**src/rtl/gray_ctrl_pkg.sv**
```systemverilog
// gray_ctrl_pkg: shared types and constants for the gray-code sequencer.
//   state_t   - sequencer FSM states
//   DEF_*     - default parameter values for counter, step-count and prescaler widths
//   bin2gray  - binary to reflected gray conversion (up to 32 bits)
package gray_ctrl_pkg;

    typedef enum logic [1:0] {
        IDLE  = 2'd0,
        RUN   = 2'd1,
        PAUSE = 2'd2,
        DONE  = 2'd3
    } state_t;

    localparam int DEF_WIDTH = 4;
    localparam int DEF_LEN_W = 8;
    localparam int DEF_DIV_W = 8;

    // Callers zero-extend into 32 bits and truncate the result back to their width.
    function automatic logic [31:0] bin2gray(input logic [31:0] b);
        return b ^ (b >> 1);
    endfunction

endpackage

```
**src/rtl/gray_step_core.sv**
```systemverilog
// gray_step_core: WIDTH-bit wrapping binary counter with gray-coded view.
//   clk_i   - clock, rising edge
//   rst_n_i - asynchronous active-low reset, clears the count
//   en_i    - advance the count by one (wraps 2^WIDTH-1 -> 0)
//   clr_i   - synchronous clear, wins over en_i
//   gray_o  - gray code of the registered count
//   bin_o   - registered binary count
module gray_step_core
    import gray_ctrl_pkg::*;
#(
    parameter int WIDTH = DEF_WIDTH
) (
    input  logic             clk_i,
    input  logic             rst_n_i,
    input  logic             en_i,
    input  logic             clr_i,
    output logic [WIDTH-1:0] gray_o,
    output logic [WIDTH-1:0] bin_o
);

    logic [WIDTH-1:0] bin_q;

    always_ff @(posedge clk_i or negedge rst_n_i) begin
        if (!rst_n_i) begin
            bin_q <= '0;
        end else if (clr_i) begin
            bin_q <= '0;
        end else if (en_i) begin
            bin_q <= bin_q + WIDTH'(1);
        end
    end

    assign bin_o  = bin_q;
    assign gray_o = WIDTH'(bin2gray(32'(bin_q)));

endmodule

```
**src/rtl/gray_seq_ctrl.sv**
```systemverilog
// gray_seq_ctrl: command-driven sequencer for a gray-code counter.
//   clk_i, rst_n_i          - clock and asynchronous active-low reset
//   cmd_valid_i/cmd_ready_o - command handshake; ready is high only in IDLE
//   cmd_len_i               - number of steps to run (0 completes immediately)
//   cmd_div_i               - clock cycles per step minus one
//   cmd_clr_i               - clear the count to 0 on accept
//   pause_i, abort_i        - run-time level controls (abort has priority)
//   busy_o, paused_o        - RUN/PAUSE and PAUSE state indications
//   step_o                  - one-cycle pulse coincident with each count advance
//   done_o, aborted_o       - one-cycle completion pulse and its abort qualifier
//   gray_o                  - gray code of the registered binary count
module gray_seq_ctrl
    import gray_ctrl_pkg::*;
#(
    parameter int WIDTH = DEF_WIDTH,
    parameter int LEN_W = DEF_LEN_W,
    parameter int DIV_W = DEF_DIV_W
) (
    input  logic             clk_i,
    input  logic             rst_n_i,
    input  logic             cmd_valid_i,
    output logic             cmd_ready_o,
    input  logic [LEN_W-1:0] cmd_len_i,
    input  logic [DIV_W-1:0] cmd_div_i,
    input  logic             cmd_clr_i,
    input  logic             pause_i,
    input  logic             abort_i,
    output logic             busy_o,
    output logic             paused_o,
    output logic             step_o,
    output logic             done_o,
    output logic             aborted_o,
    output logic [WIDTH-1:0] gray_o
);

    state_t           state_q, state_d;
    logic [LEN_W-1:0] len_q, len_d;
    logic [DIV_W-1:0] div_q, div_d;
    logic [DIV_W-1:0] pre_q, pre_d;
    logic             ab_q, ab_d;
    logic             step_q;
    logic             core_en, core_clr;
    logic [WIDTH-1:0] core_bin, core_gray;

    always_ff @(posedge clk_i or negedge rst_n_i) begin
        if (!rst_n_i) begin
            state_q <= IDLE;
            len_q   <= '0;
            div_q   <= '0;
            pre_q   <= '0;
            ab_q    <= 1'b0;
            step_q  <= 1'b0;
        end else begin
            state_q <= state_d;
            len_q   <= len_d;
            div_q   <= div_d;
            pre_q   <= pre_d;
            ab_q    <= ab_d;
            step_q  <= core_en;
        end
    end

    always_comb begin
        state_d  = state_q;
        len_d    = len_q;
        div_d    = div_q;
        pre_d    = pre_q;
        ab_d     = ab_q;
        core_en  = 1'b0;
        core_clr = 1'b0;
        unique case (state_q)
            IDLE: begin
                ab_d = 1'b0;
                if (cmd_valid_i) begin
                    len_d    = cmd_len_i;
                    div_d    = cmd_div_i;
                    pre_d    = '0;
                    core_clr = cmd_clr_i;
                    state_d  = (cmd_len_i == '0) ? DONE : RUN;
                end
            end
            // RUN and PAUSE share one arm: the cycle that leaves PAUSE also
            // makes progress, so each cycle of pause_i high costs exactly one
            // cycle of delay, including the cycle that entered PAUSE.
            RUN, PAUSE: begin
                if (abort_i) begin
                    ab_d    = 1'b1;
                    state_d = DONE;
                end else if (pause_i) begin
                    state_d = PAUSE;
                end else begin
                    state_d = RUN;
                    if (pre_q == div_q) begin
                        core_en = 1'b1;
                        pre_d   = '0;
                        len_d   = len_q - LEN_W'(1);
                        if (len_q == LEN_W'(1)) begin
                            state_d = DONE;
                        end
                    end else begin
                        pre_d = pre_q + DIV_W'(1);
                    end
                end
            end
            DONE: begin
                ab_d    = 1'b0;
                state_d = IDLE;
            end
            default: state_d = IDLE;
        endcase
    end

    gray_step_core #(
        .WIDTH (WIDTH)
    ) u_core (
        .clk_i   (clk_i),
        .rst_n_i (rst_n_i),
        .en_i    (core_en),
        .clr_i   (core_clr),
        .gray_o  (core_gray),
        .bin_o   (core_bin)
    );

    // The core's gray view must always track its binary count.
    gray_consistent_a : assert property (@(posedge clk_i) disable iff (!rst_n_i)
        core_gray == WIDTH'(bin2gray(32'(core_bin))));

    assign cmd_ready_o = (state_q == IDLE);
    assign busy_o      = (state_q == RUN) || (state_q == PAUSE);
    assign paused_o    = (state_q == PAUSE);
    assign step_o      = step_q;
    assign done_o      = (state_q == DONE);
    assign aborted_o   = (state_q == DONE) && ab_q;
    assign gray_o      = core_gray;

endmodule
```
**config.mk**
```make
export PLATFORM = sky130hd
export DESIGN_NAME = gray_seq_ctrl
export DESIGN_NICKNAME = d
export VERILOG_FILES = /design/src/rtl/gray_ctrl_pkg.sv /design/src/rtl/gray_step_core.sv /design/src/rtl/gray_seq_ctrl.sv
export SDC_FILE = /design/constraint.sdc
export NUM_CORES = 1
export LEC_CHECK = 0
export CAP_MARGIN = 20
export CORE_ASPECT_RATIO = 2
export CORE_UTILIZATION = 54
export CTS_BUF_LIST = sky130_fd_sc_hd__clkbuf_8
export DETAILED_ROUTE_END_ITERATION = 10
export PLACE_DENSITY_LB_ADDON = 0.1
export SYNTH_ARGS = -nofsm -noshare
export SYNTH_HDL_FRONTEND = slang
export SYNTH_SLANG_ARGS = --single-unit
```
**constraint.sdc**
```tcl
create_clock -name clk_i -period 2.5 [get_ports clk_i]
set_clock_uncertainty 0.2 [all_clocks]
set_input_delay 0.5 -clock clk_i [delete_from_list [all_inputs] [get_ports clk_i]]
set_output_delay 0.5 -clock clk_i [all_outputs]
set_load 0.05 [all_outputs]
```
Yosys cells after proc, flatten, opt, wreduce, memory -nomap -nowiden

Index checks and enable logic that the tools add are counted.

Add/sub/neg operators: 3
Multiply operators: 0
Divide/modulo/power cells: 0
Order comparisons: 0
Equality and inequality tests: 10
Shift operators: 0
Muxes and demuxes: 27
Bitwise logic cells: 1
Reduce and logical (&&, ||, !) cells: 11

Operators by type and width:

| cell                  | count |
|---|---|
| $mux W8               | 8 |
| $pmux W8 S2           | 2 |
| $mux W2               | 6 |
| $ne A2 B2 Y1 const B  | 5 |
| $add A8 B1 Y8 const B | 1 |
| $eq A8 B1 Y1 const B  | 1 |
| $eq A8 B8 Y1          | 1 |
| $logic_not A8 Y1      | 1 |
| $mux W4               | 2 |
| $sub A8 B1 Y8 const B | 1 |
| $mux W1               | 7 |
| $pmux W2 S3           | 1 |
| $reduce_and A5 Y1     | 1 |
| $add A4 B1 Y4 const B | 1 |
| $eq A2 B2 Y1 const B  | 2 |
| $reduce_and A4 Y1     | 1 |
| $reduce_bool A2 Y1    | 2 |
| $reduce_or A2 Y1      | 2 |
| $xor A4 B3 Y4         | 1 |
| $eq A2 B1 Y1 const B  | 1 |
| $logic_not A2 Y1      | 1 |
| $pmux W1 S2           | 1 |
| $reduce_and A2 Y1     | 1 |
| $logic_and A1 B1 Y1   | 1 |
| $logic_or A1 B1 Y1    | 1 |

Register bits: 32
Bits in latches: 0
RAM bits: 0
ROM bits: 0
Output and inout port bits: 10
Logic and storage cells: 59
Memories: 0

Depth between registers and ports, before layout

Depth in word-level cells: 7
Depth in mapped cells: 10

Modules after synthesis

From an unflattened synthesis, not the netlist that was laid out.

Cells, all modules: 189
Area, all modules: 1931.9 µm²

Modules (own cells, without submodules):

| module         | instances | cells an instance | area each (µm²) | seq. area each (µm²) |
|---|---|---|---|---|
| gray_seq_ctrl  | 1         | 170               | 1706.6          | 700.7 |
| gray_step_core | 1         | 19                | 225.2           | 100.1 |

Worst setup path before layout

Ideal clock, no wire load.

Path kind: reg2reg
Start: register state_q[0]
End: register len_q[3]
Arrival time: 2.164 ns
Data required time: 2.172 ns
Path slack: 0.008 ns
Cell stages (with the launch flop): 10
Path buffers: 3
Period minus slack after synthesis: 2.492 ns
Path through: dfrtp_1 inv_1 ha_1 clkbuf_1 o211a_1 clkbuf_1 buf_1 nand3_1 nor3_1 nor3_1

Elaborated cells between the ends (all ways): 11

RTL lines:

| element                                                      | line                | text |
|---|---|---|
| start, declared                                              | gray_seq_ctrl.sv:36 | `state_t state_q, state_d;` |
| start signal, assigned                                       | gray_seq_ctrl.sv:54 | `state_q <= state_d;` |
| $logic_not A2 Y1 (*)                                         | --                  |  |
| net cmd_ready_o                                              | gray_seq_ctrl.sv:22 | `output logic cmd_ready_o,` |
| $ne A2 B2 Y1 (no line) or $reduce_bool A2 Y1 (tied branches) | --                  |  |
| $reduce_and A5 Y1 (no line)                                  | --                  |  |
| end signal, assigned                                         | gray_seq_ctrl.sv:55 | `len_q <= len_d;` |
| end, declared                                                | gray_seq_ctrl.sv:37 | `logic [LEN_W-1:0] len_q, len_d;` |

Mark *: on every way through the listed nets, which the timed path passes. The rest lies on a longest branch.
A chain may end at the register's enable or synchronous reset.

Worst setup path in the final report

Start: register state_q[0]
End: output paused_o

Cells in the longest elaborated chain, start to end: 1

RTL lines:

| element       | line                 | text |
|---|---|---|
| $eq A2 B2 Y1  | gray_seq_ctrl.sv:130 | `assign paused_o = (state_q == PAUSE);` |
| end, declared | gray_seq_ctrl.sv:29  | `output logic paused_o,` |

No other way between the ends.

==> results.md <==
- worst hold-check path type: register to register
- proportion of power drawn by the clock network: 12.6%
- number of flip-flops and latches in the synthesized netlist: 32
- Syn Inst Count: 193
- maximum fanout along the worst path: 3
- Total Die Area: 3662 um^2
- core footprint: 3193 um^2
- warning count from the yosys run: 0
- Period Utilization, post-route: 96.53%
- data arrival time of the critical path: 1710 ps
- fraction of the yosys area taken by sequential cells: 43.48%
- global-route usage over all layers: 25.99%
- layout-stage area growth over the synthesis result: 24.39%
- total power density per cell area: 1258 nW/um^2
- Final Hold Vio Count: 0
- Sw Share: 45.83%
- cell leakage power: 0.001074 uW
- number of buffers added on ports: 31
- sink count of the clock tree: 32
- Flop pwr share: 30.6%
- via count of the routed design: 1595
- CTS buffer count: 5
- synthesized net count: 223
- met3 demand-to-capacity share in global routing: 5.376%
- Clock H-tree levels: 2
- proportion of power drawn by combinational gates: 56.8%
- via/cell ratio: 6.042
- clock input transition at the sequential cells of the worst setup and hold paths: 60 ps
- detailed-routing iteration count for the pre-antenna-repair pass: 4
- vias in the first global route: 1628
- P_int: 1561 uW
- peak supply drop: 0.7929 mV
- number of filler cells placed in the layout: 251
- CTS tree: done
- met2 routing resource usage after global routing: 47.08%
- Avg Synthesized Cell Area: 9.543 um^2
- slew margin rel.: 54.85%
- ANT nets after route: 0
- busiest layer in global routing: met2
- post-CTS sizing: 0
- post-synth design cell area: 1842 um^2
- cell type with the largest total area after synthesis: dfrtp_1
- wire length per cell after detailed routing: 15.89 um
- achievable clock frequency: 0.4144 GHz
- Starting Density: 57.68%
- wire length of the first global-routing pass: 7065 um
- fraction of layout instances using a drive strength above 1: 14.59%
- critical setup path kind: register to output port
- switching power: 1321 uW
- most common cell after layout, fill and taps aside: dfrtp_1
- CP endpoint kind: output port
- Tightest Pin Transition: 671.1 ps
- deepest clock path buffer count: 2
- result of the run: finished clean
- routability congestion estimate: 0.9395
- net total in the final layout: 263
- highest-count cells in the layout ignoring fill and taps: dfrtp_1, clkdlybuf4s50_1, nor2_1
- most area-consuming cells after synthesis: dfrtp_1, xor2_1, mux2_2, ha_1, nor2_1
- CTS Hold Bufs: 0
- DRC violation count after routing: 0
- total count of max-transition violations in the final report: 0
- Worst Reg-to-Reg Cells: 7
- required time of the worst setup path: 1800 ps
- min Tclk post-route: 2413 ps
- Maximum Capacitance Violations: 0
- initial antenna violation count: 0
- setup TNS after final layout: 0 ps
- clock latency at the later pin of the worst-skew pair: 290 ps
- fraction of synthesized cell area taken by the top area cell type: 43.48%
- I/O Pins: 32
- overall die height: 84.59 um
- hold-critical path depth: 2
- internal reg-to-reg setup slack: 230 ps
- final setup vio count: 0
- post-detailed-placement half-perimeter wirelength: 3213 um
- Root Buffer Master: clkbuf_8
- global-route congestion overflow total: 0
- Fin Hold WS: 295.5 ps
- Starting DRT DRC Count: 45
- Setup Buffers After CTS: 0
- Site Rows: 29
- sum of routed wire length over all layers: 4194 um
- launching element type of the critical path: register
- antenna cells: 0
- pin count of the biggest net entering global routing: 33
- Distinct cells, synth: 39
- unrepaired setup endpoints after global routing: no
- horizontal die dimension: 43.30 um
- met1 track utilization from global routing: 24.40%
## kinds of logic (layout without fill, tap and decap cells)
family | count (synthesis) | in the layout | synth area share [%]
multiplexers | 10 | 10 | 6.046
AO/OA/AOI/OAI | 37 | 37 | 12.43
XOR/XNOR | 16 | 16 | 7.608
flip-flops | 32 | 32 | 43.48
adder cells (fa/ha/maj) | 8 | 8 | 5.435
AND/OR/NAND/NOR | 70 | 70 | 19.70
buffers and inverters | 20 | 60 | 5.298
## sequential cells by signal (all words and copies together), names as in the netlist
name / count
state_q: 2
pre_q: 8
len_q: 8
u_core.bin_o: 4
ab_q: 1
step_o: 1
div_q: 8
## through the flow
step | util (%) | power (uW) | std cells | cell area [um^2] | setup WS [ps]
after CTS | 71.75 | 2893 | 264 | 2291 | 74.56
final | 71.75 | 2882 | 264 | 2291 | 86.81
after global placement | 69.32 | 2464 | 257 | 2213 | 196.1
after floorplan | - | 1985 | 193 | 1842 | 7.885
after detailed placement | 69.32 | 2510 | 257 | 2213 | 163.3
after global routing | 71.75 | 3095 | 264 | 2291 | 21.63
## power groups by stage
stage / registers, uW / clock network, uW / logic, uW
after floorplan: 837 / 0 / 1150
after global placement: 877 / 0 / 1590
after detailed placement: 891 / 0 / 1620
after CTS: 883 / 377 / 1630
after global routing: 908 / 400 / 1790
final: 883 / 363 / 1640
## worst paths after layout
path | startpoint | end
max | state_q[0] | paused_o
min | ab_q | ab_q
max reg2reg | state_q[1] | len_q[6]
min reg2reg | ab_q | ab_q
max in group asynchronous | rst_n_i | u_core.bin_o[1]
min in group asynchronous | rst_n_i | state_q[0]
## synthesized netlist by cell type
library cell and instances:
nor4_1 4, nand4_2 1, or3_1 2, o21a_1 1, nor3b_1 1, a41oi_1 2
a311oi_1 1, buf_6 1, o211ai_1 1, and2_2 1, nand3_1 7, clkbuf_8 1
and2_1 1, dfrtp_1 32, xor2_1 16, ha_1 8, and3_1 3, o21ai_0 11
buf_1 1, nor2_1 20, inv_1 11, nand2_1 14, clkinv_1 1, nor3_1 3
or4_1 1, clkbuf_2 1, buf_4 1, nand2b_1 1, o211a_1 1, mux2i_1 1
nor4_2 2, o221ai_1 2, a211oi_1 1, o22ai_1 6, nand4_1 9, mux2_2 9
clkbuf_1 3, o31ai_1 2, a21oi_1 9
## critical path, cell delays in order (launching register included)
cell             delay (ps)
dfrtp_1                 390
inv_1                   100
ha_1                    150
clkdlybuf4s50_1         790
## per-layer routing
layer	routed length, um	up-vias	share of wire [%]
met5	0	-	0
met4	211	0	5.0
met3	164	19	3.9
met2	2426	54	58
met1	1391	756	33
li1	-	766	-
## final cells by class
cell class / instances / area [um^2] / share of cell area [%]
multi-input combinational: 141 / 943.4 / 41.18
sequential: 32 / 800.8 / 34.95
timing repair buffer: 41 / 385.4 / 16.82
clock buffer: 5 / 68.82 / 3.004
inverter: 12 / 45.04 / 1.966
tap: 31 / 38.79 / 1.693
clock inverter: 2 / 8.758 / 0.3823
(Power assumes the default switching activity.)
